## config.mk

```make
export PLATFORM = sky130hd
export DESIGN_NAME = mac_simd_pipe
export DESIGN_NICKNAME = d
export VERILOG_FILES = /design/src/rtl/mac_simd_pkg.sv /design/src/rtl/mac_simd_pipe_lane.sv /design/src/rtl/mac_simd_pipe.sv
export SDC_FILE = /design/constraint.sdc
export NUM_CORES = 1
export LEC_CHECK = 0
export BUFFER_PORTS_ARGS = -buffer_cell sky130_fd_sc_hd__buf_2
export CAP_MARGIN = 20
export CORE_MARGIN = 1.5
export CORE_UTILIZATION = 60
export CTS_CLUSTER_SIZE = 16
export DETAILED_ROUTE_END_ITERATION = 10
export PLACE_DENSITY = 0.8
export SETUP_SLACK_MARGIN = 0.05
export SLEW_MARGIN = 15
export SYNTH_ARGS = -nofsm -noshare
export SYNTH_HDL_FRONTEND = slang
export SYNTH_SLANG_ARGS = --single-unit
```

## constraint.sdc

```tcl
create_clock -name clk -period 4 [get_ports clk]
set_input_delay 0.2 -clock clk [delete_from_list [all_inputs] [get_ports clk]]
set_output_delay 0.2 -clock clk [all_outputs]
set_load 0.05 [all_outputs]
```

## src/rtl/mac_simd_pkg.sv

```systemverilog
// Shared opcodes and width helpers for the scalar/SIMD multiply-accumulate unit.
package mac_simd_pkg;

    localparam logic [2:0] OP_CLR  = 3'b000;
    localparam logic [2:0] OP_MUL  = 3'b001;
    localparam logic [2:0] OP_MAC  = 3'b010;
    localparam logic [2:0] OP_SAT  = 3'b011;
    localparam logic [2:0] OP_CLR2 = 3'b100;
    localparam logic [2:0] OP_SMUL = 3'b101;
    localparam logic [2:0] OP_SMAC = 3'b110;
    localparam logic [2:0] OP_SSAT = 3'b111;

    function automatic int lane_w(input int data_w, input int lanes);
        return data_w / lanes;
    endfunction

    function automatic int guard_lw(input int guard_w, input int lanes);
        return guard_w / lanes;
    endfunction

    function automatic int acc_w(input int data_w, input int guard_w);
        return guard_w + 2 * data_w;
    endfunction

endpackage

```

## src/rtl/mac_simd_pipe_lane.sv

```systemverilog
// One signed multiply / guard-extended accumulate / clamp slice; the top uses it
// for every SIMD lane and, at full width, for the scalar path.
module mac_lane #(
    parameter int LW = 8,
    parameter int GW = 4
) (
    input  logic [LW-1:0]      a,
    input  logic [LW-1:0]      b,
    input  logic [2*LW+GW-1:0] acc,
    output logic [2*LW+GW-1:0] mul_val,
    output logic [2*LW+GW-1:0] mac_val,
    output logic [2*LW+GW-1:0] sat_val,
    output logic               sat_hit
);

    localparam int SW = 2 * LW + GW;
    localparam logic signed [SW-1:0] MAX_V = {{(GW + 1){1'b0}}, {(2 * LW - 1){1'b1}}};
    localparam logic signed [SW-1:0] MIN_V = {{(GW + 1){1'b1}}, {(2 * LW - 1){1'b0}}};

    logic signed [2*LW-1:0] prod;
    logic                   over;
    logic                   under;

    // Most-negative squared still fits in 2*LW signed bits, so no product clamp is needed.
    assign prod    = $signed(a) * $signed(b);
    assign mul_val = {{GW{prod[2*LW-1]}}, prod};
    assign mac_val = acc + mul_val;

    assign over    = $signed(acc) > MAX_V;
    assign under   = $signed(acc) < MIN_V;
    assign sat_hit = over | under;
    assign sat_val = over ? MAX_V : (under ? MIN_V : acc);

endmodule

```

## src/rtl/mac_simd_pipe.sv

```systemverilog
// Scalar/SIMD multiply-accumulate with guard bits, sticky saturation flags,
// an OUT_STAGES-deep output delay line and a whole-block stall.
module mac_simd_pipe
    import mac_simd_pkg::*;
#(
    parameter int DATA_W     = 16,
    parameter int LANES      = 2,
    parameter int GUARD_W    = 8,
    parameter int OUT_STAGES = 2
) (
    input  logic                clk,
    input  logic                reset_n,
    input  logic [2:0]          instruction,
    input  logic [DATA_W-1:0]   multiplier,
    input  logic [DATA_W-1:0]   multiplicand,
    input  logic                stall,
    output logic [GUARD_W-1:0]  protect,
    output logic [2*DATA_W-1:0] result,
    output logic                out_valid,
    output logic [LANES-1:0]    sat_flag
);

    localparam int LW    = lane_w(DATA_W, LANES);
    localparam int GW    = guard_lw(GUARD_W, LANES);
    localparam int ACC_W = acc_w(DATA_W, GUARD_W);
    localparam int LSW   = 2 * LW + GW;

    logic [ACC_W-1:0]                  acc;
    logic [ACC_W-1:0]                  acc_next;
    logic                              acc_valid;
    logic [LANES-1:0]                  flag_next;
    logic [OUT_STAGES-1:0][ACC_W-1:0]  pipe_data;
    logic [OUT_STAGES-1:0]             pipe_valid;

    logic [ACC_W-1:0]                  scalar_mul;
    logic [ACC_W-1:0]                  scalar_mac;
    logic [ACC_W-1:0]                  scalar_sat;
    logic                              scalar_hit;

    logic [ACC_W-1:0]                  simd_mul;
    logic [ACC_W-1:0]                  simd_mac;
    logic [ACC_W-1:0]                  simd_sat;
    logic [LANES-1:0]                  lane_hit;

    mac_lane #(.LW(DATA_W), .GW(GUARD_W)) u_scalar (
        .a       (multiplier),
        .b       (multiplicand),
        .acc     (acc),
        .mul_val (scalar_mul),
        .mac_val (scalar_mac),
        .sat_val (scalar_sat),
        .sat_hit (scalar_hit)
    );

    // Lane i owns guard slice i and result slice i of the packed accumulator.
    for (genvar i = 0; i < LANES; i++) begin : g_lane
        logic [LSW-1:0] lane_acc;
        logic [LSW-1:0] lane_mul;
        logic [LSW-1:0] lane_mac;
        logic [LSW-1:0] lane_sat;

        assign lane_acc = {acc[2*DATA_W + i*GW +: GW], acc[i*2*LW +: 2*LW]};

        mac_lane #(.LW(LW), .GW(GW)) u_lane (
            .a       (multiplier[i*LW +: LW]),
            .b       (multiplicand[i*LW +: LW]),
            .acc     (lane_acc),
            .mul_val (lane_mul),
            .mac_val (lane_mac),
            .sat_val (lane_sat),
            .sat_hit (lane_hit[i])
        );

        assign simd_mul[i*2*LW +: 2*LW]        = lane_mul[2*LW-1:0];
        assign simd_mul[2*DATA_W + i*GW +: GW] = lane_mul[2*LW +: GW];
        assign simd_mac[i*2*LW +: 2*LW]        = lane_mac[2*LW-1:0];
        assign simd_mac[2*DATA_W + i*GW +: GW] = lane_mac[2*LW +: GW];
        assign simd_sat[i*2*LW +: 2*LW]        = lane_sat[2*LW-1:0];
        assign simd_sat[2*DATA_W + i*GW +: GW] = lane_sat[2*LW +: GW];
    end

    always_comb begin
        acc_next  = acc;
        flag_next = sat_flag;
        case (instruction)
            OP_CLR, OP_CLR2: begin
                acc_next  = '0;
                flag_next = '0;
            end
            OP_MUL:  acc_next = scalar_mul;
            OP_MAC:  acc_next = scalar_mac;
            OP_SAT: begin
                acc_next = scalar_sat;
                if (scalar_hit) flag_next[0] = 1'b1;
            end
            OP_SMUL: acc_next = simd_mul;
            OP_SMAC: acc_next = simd_mac;
            OP_SSAT: begin
                acc_next  = simd_sat;
                flag_next = sat_flag | lane_hit;
            end
            default: acc_next = acc;
        endcase
    end

    // The accumulator acts as the stage ahead of the delay line, so a word
    // accepted at edge k leaves the last stage after edge k+OUT_STAGES.
    always_ff @(posedge clk or negedge reset_n) begin
        if (!reset_n) begin
            acc        <= '0;
            acc_valid  <= 1'b0;
            sat_flag   <= '0;
            pipe_data  <= '0;
            pipe_valid <= '0;
        end else if (!stall) begin
            acc           <= acc_next;
            acc_valid     <= 1'b1;
            sat_flag      <= flag_next;
            pipe_data[0]  <= acc;
            pipe_valid[0] <= acc_valid;
            for (int s = 1; s < OUT_STAGES; s++) begin
                pipe_data[s]  <= pipe_data[s-1];
                pipe_valid[s] <= pipe_valid[s-1];
            end
        end
    end

    assign {protect, result} = pipe_data[OUT_STAGES-1];
    assign out_valid         = pipe_valid[OUT_STAGES-1];

endmodule

```

==> flow_summary.yaml <==
status:
  outcome: "complete, but fails checks"
  violated_checks: "setup timing"
clocking:
  cts.clk_slew.worst_paths_ns: 0.07
  clock_tree.root_cell: "sky130_fd_sc_hd__clkbuf_16"
  h-tree-depth: 4
  cts-buffers-inserted: 17
  cts_tree: "yes"
  cts.path.max_buffers: 2
  tritoncts_num_sinks: 125
  clkLatencyLatePin_ns: 0.44
synth:
  synth_enable_flop_cells: 0
  yosys.area_share.xor_xnor_pct: 4.57
  synth-compound-area-share_pct: 13.0
  synth_cell_types: 80
  synth_largest_area_cell: "sky130_fd_sc_hd__fa_1"
  syn-instance-count: 2541
  post-synth-top-area-fraction_pct: 30.3
  postSynth.topFlopCell: "sky130_fd_sc_hd__dfrtp_1"
  postSynth.asyncResetShare_pct: 100
  ys_top_cells_by_area: "sky130_fd_sc_hd__fa_1, sky130_fd_sc_hd__dfrtp_1, sky130_fd_sc_hd__ha_1"
  synthesis.nets: 3149
  post_synth.cell_area_avg_um2: 9.16
  post_synth_fa_ha_maj_area_fraction_pct: 42.0
  yosys_register_bits: 125
  post_synth_and_or_nand_nor_area_fraction_pct: 12.4
  synth_common_cells: "sky130_fd_sc_hd__inv_1, sky130_fd_sc_hd__fa_1, sky130_fd_sc_hd__ha_1"
  synth_sequential_area_ratio_pct: 13.4
  synth.mux.area_fraction_pct: 4.46
  post-synth-top-count-cell: "sky130_fd_sc_hd__inv_1"
  synth_top_family_by_area: "adder cells"
  mappedNetlistArea_mm2: 0.0233
  number_of_warning_messages_in_the_yosys_log: 0
detailed_routing:
  route.detailed.vias_per_inst: 6.13
  drtAntennaViolNets: 0
  post_drt_wl_per_cell_um: 22.9
  detail_route.wirelength_mm: 82.7
  drc_errors: 0
  first_pass_iters: 6
  vias: 22100
  drt-initial-drc-count: 2156
sta:
  worst-slew-pin-transition_ns: 1.13
  fmax_mhz: 131
  slew_headroom_pct: 24.1
  finalClockSkew_ns: 0.0184
  post_route_minimum_period_ns: 7.62
  final-setup-viol-count: 35
  layout_worst_path_cycle_share_pct: 191
  rsz0062_at_grt: "true"
  finalMaxSlewViolations: 0
  hold_viol_final: 0
  setup_ws_ns: -3.62
setup_path:
  worst_setup_path_end_kind: "flop"
  critical_path_required_ns: 4.34
  ff2ff_setup_slack_ns: 0.46
  crit_path_max_fo: 6
  critical_path_class: "input pin to flop"
  critical-path-top-cell-by-count: "sky130_fd_sc_hd__fa_1"
  worst_path_max_delay_cell: "sky130_fd_sc_hd__fa_1"
  worstReg2RegStart: "acc[16]"
  start_kind: "input pin"
  critPathArrivalTime_ns: 7.97
  crit_path_max_incr_delay_ns: 0.56
  worst_r2r_path_depth: 14
  reg2reg_to: "acc[38]"
placement:
  gp_congestion: 0.970
  dp_worst_setup_slack_ns: -4.13
  dpl.hpwl_mm: 56.4
  port-buffer-count: 80
global_routing:
  grt_start_max_net_pins: 96
  global_route_wire_length_before_repair_mm: 121
  antenna_found_initial: 3
  global_route.usage.total_pct: 39.1
  gr-total-overflow: 0
  grt_pass1_vias: 23300
worst_hold_path:
  timing.hold.worst.start: "stall"
  min_to: "acc_valid"
  whs_path_depth: 2
  worst_hold_path_type: "input pin to flop"
floorplanning:
  die_y_um: 200
  core_area_mm2: 0.0379
  die-width_um: 200
  ios: 81
  std_cell_rows: 71
  floorplan.die_area_mm2: 0.0400
  floorplan.initialDensity_pct: 61.4
job:
  maxCapViolCount: 0
cells_and_area:
  postLayoutCoreUtil_pct: 81.2
  finalNetCount: 3694
  final_layout_size_suffix_gt1_share_pct: 34.1
  synthToLayoutAreaGrowth_pct: 32.2
[timing repair]
action                                  4_1_cts  5_1_grt
gates cloned                                  2        0
endpoints found under the hold margin        94        0
gates resized for setup                     218      145
endpoints found under the setup margin       36       36
setup buffers                                35       19
hold buffers                                  1        0
pin swaps                                   152      103
[registers in the layout (all words and copies together), names as in the netlist]
signal / cells
acc: 40
acc_valid: 1
pipe_data: 40
pipe_valid: 2
protect: 8
result: 32
sat_flag: 2
[critical path: cells and delay by family]
family	cells	cell delay, ns
buffers and inverters	8	0.82
XOR/XNOR	1	0.14
AO/OA/AOI/OAI	10	2.01
AND/OR/NAND/NOR	7	0.97
adder cells (fa/ha/maj)	8	3.79
[kinds of logic after synthesis]
group | after synthesis
adders and majority gates | 570
muxes | 93
DFF | 125
buffers and inverters | 586
xor gates and xnor gates | 120
and+or+nand+nor | 590
AOI/OAI and AO/OA | 457
[layout by cell type (no fill, tap or decap), types with 13 or more instances in the layout]
cell / count
sky130_fd_sc_hd__a21o_1: 33
sky130_fd_sc_hd__o21bai_1: 17
sky130_fd_sc_hd__buf_2: 50
sky130_fd_sc_hd__nand2b_1: 27
sky130_fd_sc_hd__o21a_1: 28
sky130_fd_sc_hd__o21ai_1: 23
sky130_fd_sc_hd__nor3_1: 18
sky130_fd_sc_hd__a31oi_1: 13
sky130_fd_sc_hd__fa_1: 332
sky130_fd_sc_hd__buf_4: 514
sky130_fd_sc_hd__a221oi_1: 15
sky130_fd_sc_hd__clkbuf_16: 17
sky130_fd_sc_hd__o21ai_0: 71
sky130_fd_sc_hd__a21oi_1: 79
sky130_fd_sc_hd__buf_6: 57
sky130_fd_sc_hd__inv_2: 31
sky130_fd_sc_hd__mux2_2: 85
sky130_fd_sc_hd__and2_4: 27
sky130_fd_sc_hd__xor2_1: 25
sky130_fd_sc_hd__nor2b_1: 13
sky130_fd_sc_hd__ha_4: 47
sky130_fd_sc_hd__ha_1: 168
sky130_fd_sc_hd__a21oi_2: 29
sky130_fd_sc_hd__xnor2_1: 76
sky130_fd_sc_hd__and2_1: 109
sky130_fd_sc_hd__nor2_1: 91
sky130_fd_sc_hd__nand2_1: 190
sky130_fd_sc_hd__dfrtp_1: 125
sky130_fd_sc_hd__nor2_2: 13
sky130_fd_sc_hd__inv_1: 442
sky130_fd_sc_hd__fa_2: 20
sky130_fd_sc_hd__nand3_1: 21
[routing by layer]
| metal | GRT usage [%] | part of all wire (%) | vias up |
|---|---|---|---|
| met4 | 22.5 | 7.5 | 8 |
| met2 | 65.1 | 48 | 1408 |
| met1 | 47.1 | 35 | 10800 |
| met5 | 0 | 0.14 | - |
| li1 | - | - | 9321 |
| met3 | 8.53 | 9.1 | 559 |
[final cells by class]
type,instances,area [µm²]
Fill cell,2074,7140
Antenna cell,2,5.00
Multi-Input combinational cell,1830,19600
Inverter,475,1780
Clock buffer,17,425
Clock inverter,15,186
Sequential cell,125,3130
Timing Repair Buffer,637,5030
Tap cell,511,639
[how the worst max path moves through the flow]
stage | slack [ns] | end | from
final | -3.62 | acc[39] | multiplicand[4]
after global routing | -3.95 | acc[39] | multiplier[9]
after CTS | -3.39 | acc[39] | multiplicand[4]
after detailed placement | -4.13 | acc[39] | multiplicand[3]
after global placement | -3.87 | acc[39] | multiplicand[6]
after floorplan | -3.32 | acc[39] | multiplier[15]
[stage by stage]
step                std cells  hold slack (ns)  instance area [µm²]  TNS [ns]
global placement         3528            0.351                28100   -109.07
CTS                      3596            0.150                30000    -90.18
floorplan                2541          -0.0956                24000    -81.36
detailed placement       3528            0.369                28100   -115.03
finish                   3612            0.158                30800   -100.97
global route             3611            0.179                30800   -108.82
Power is left out: the tool's default activity adds up to more than one toggle a clock period on the data nets, which glitch-free logic cannot reach.
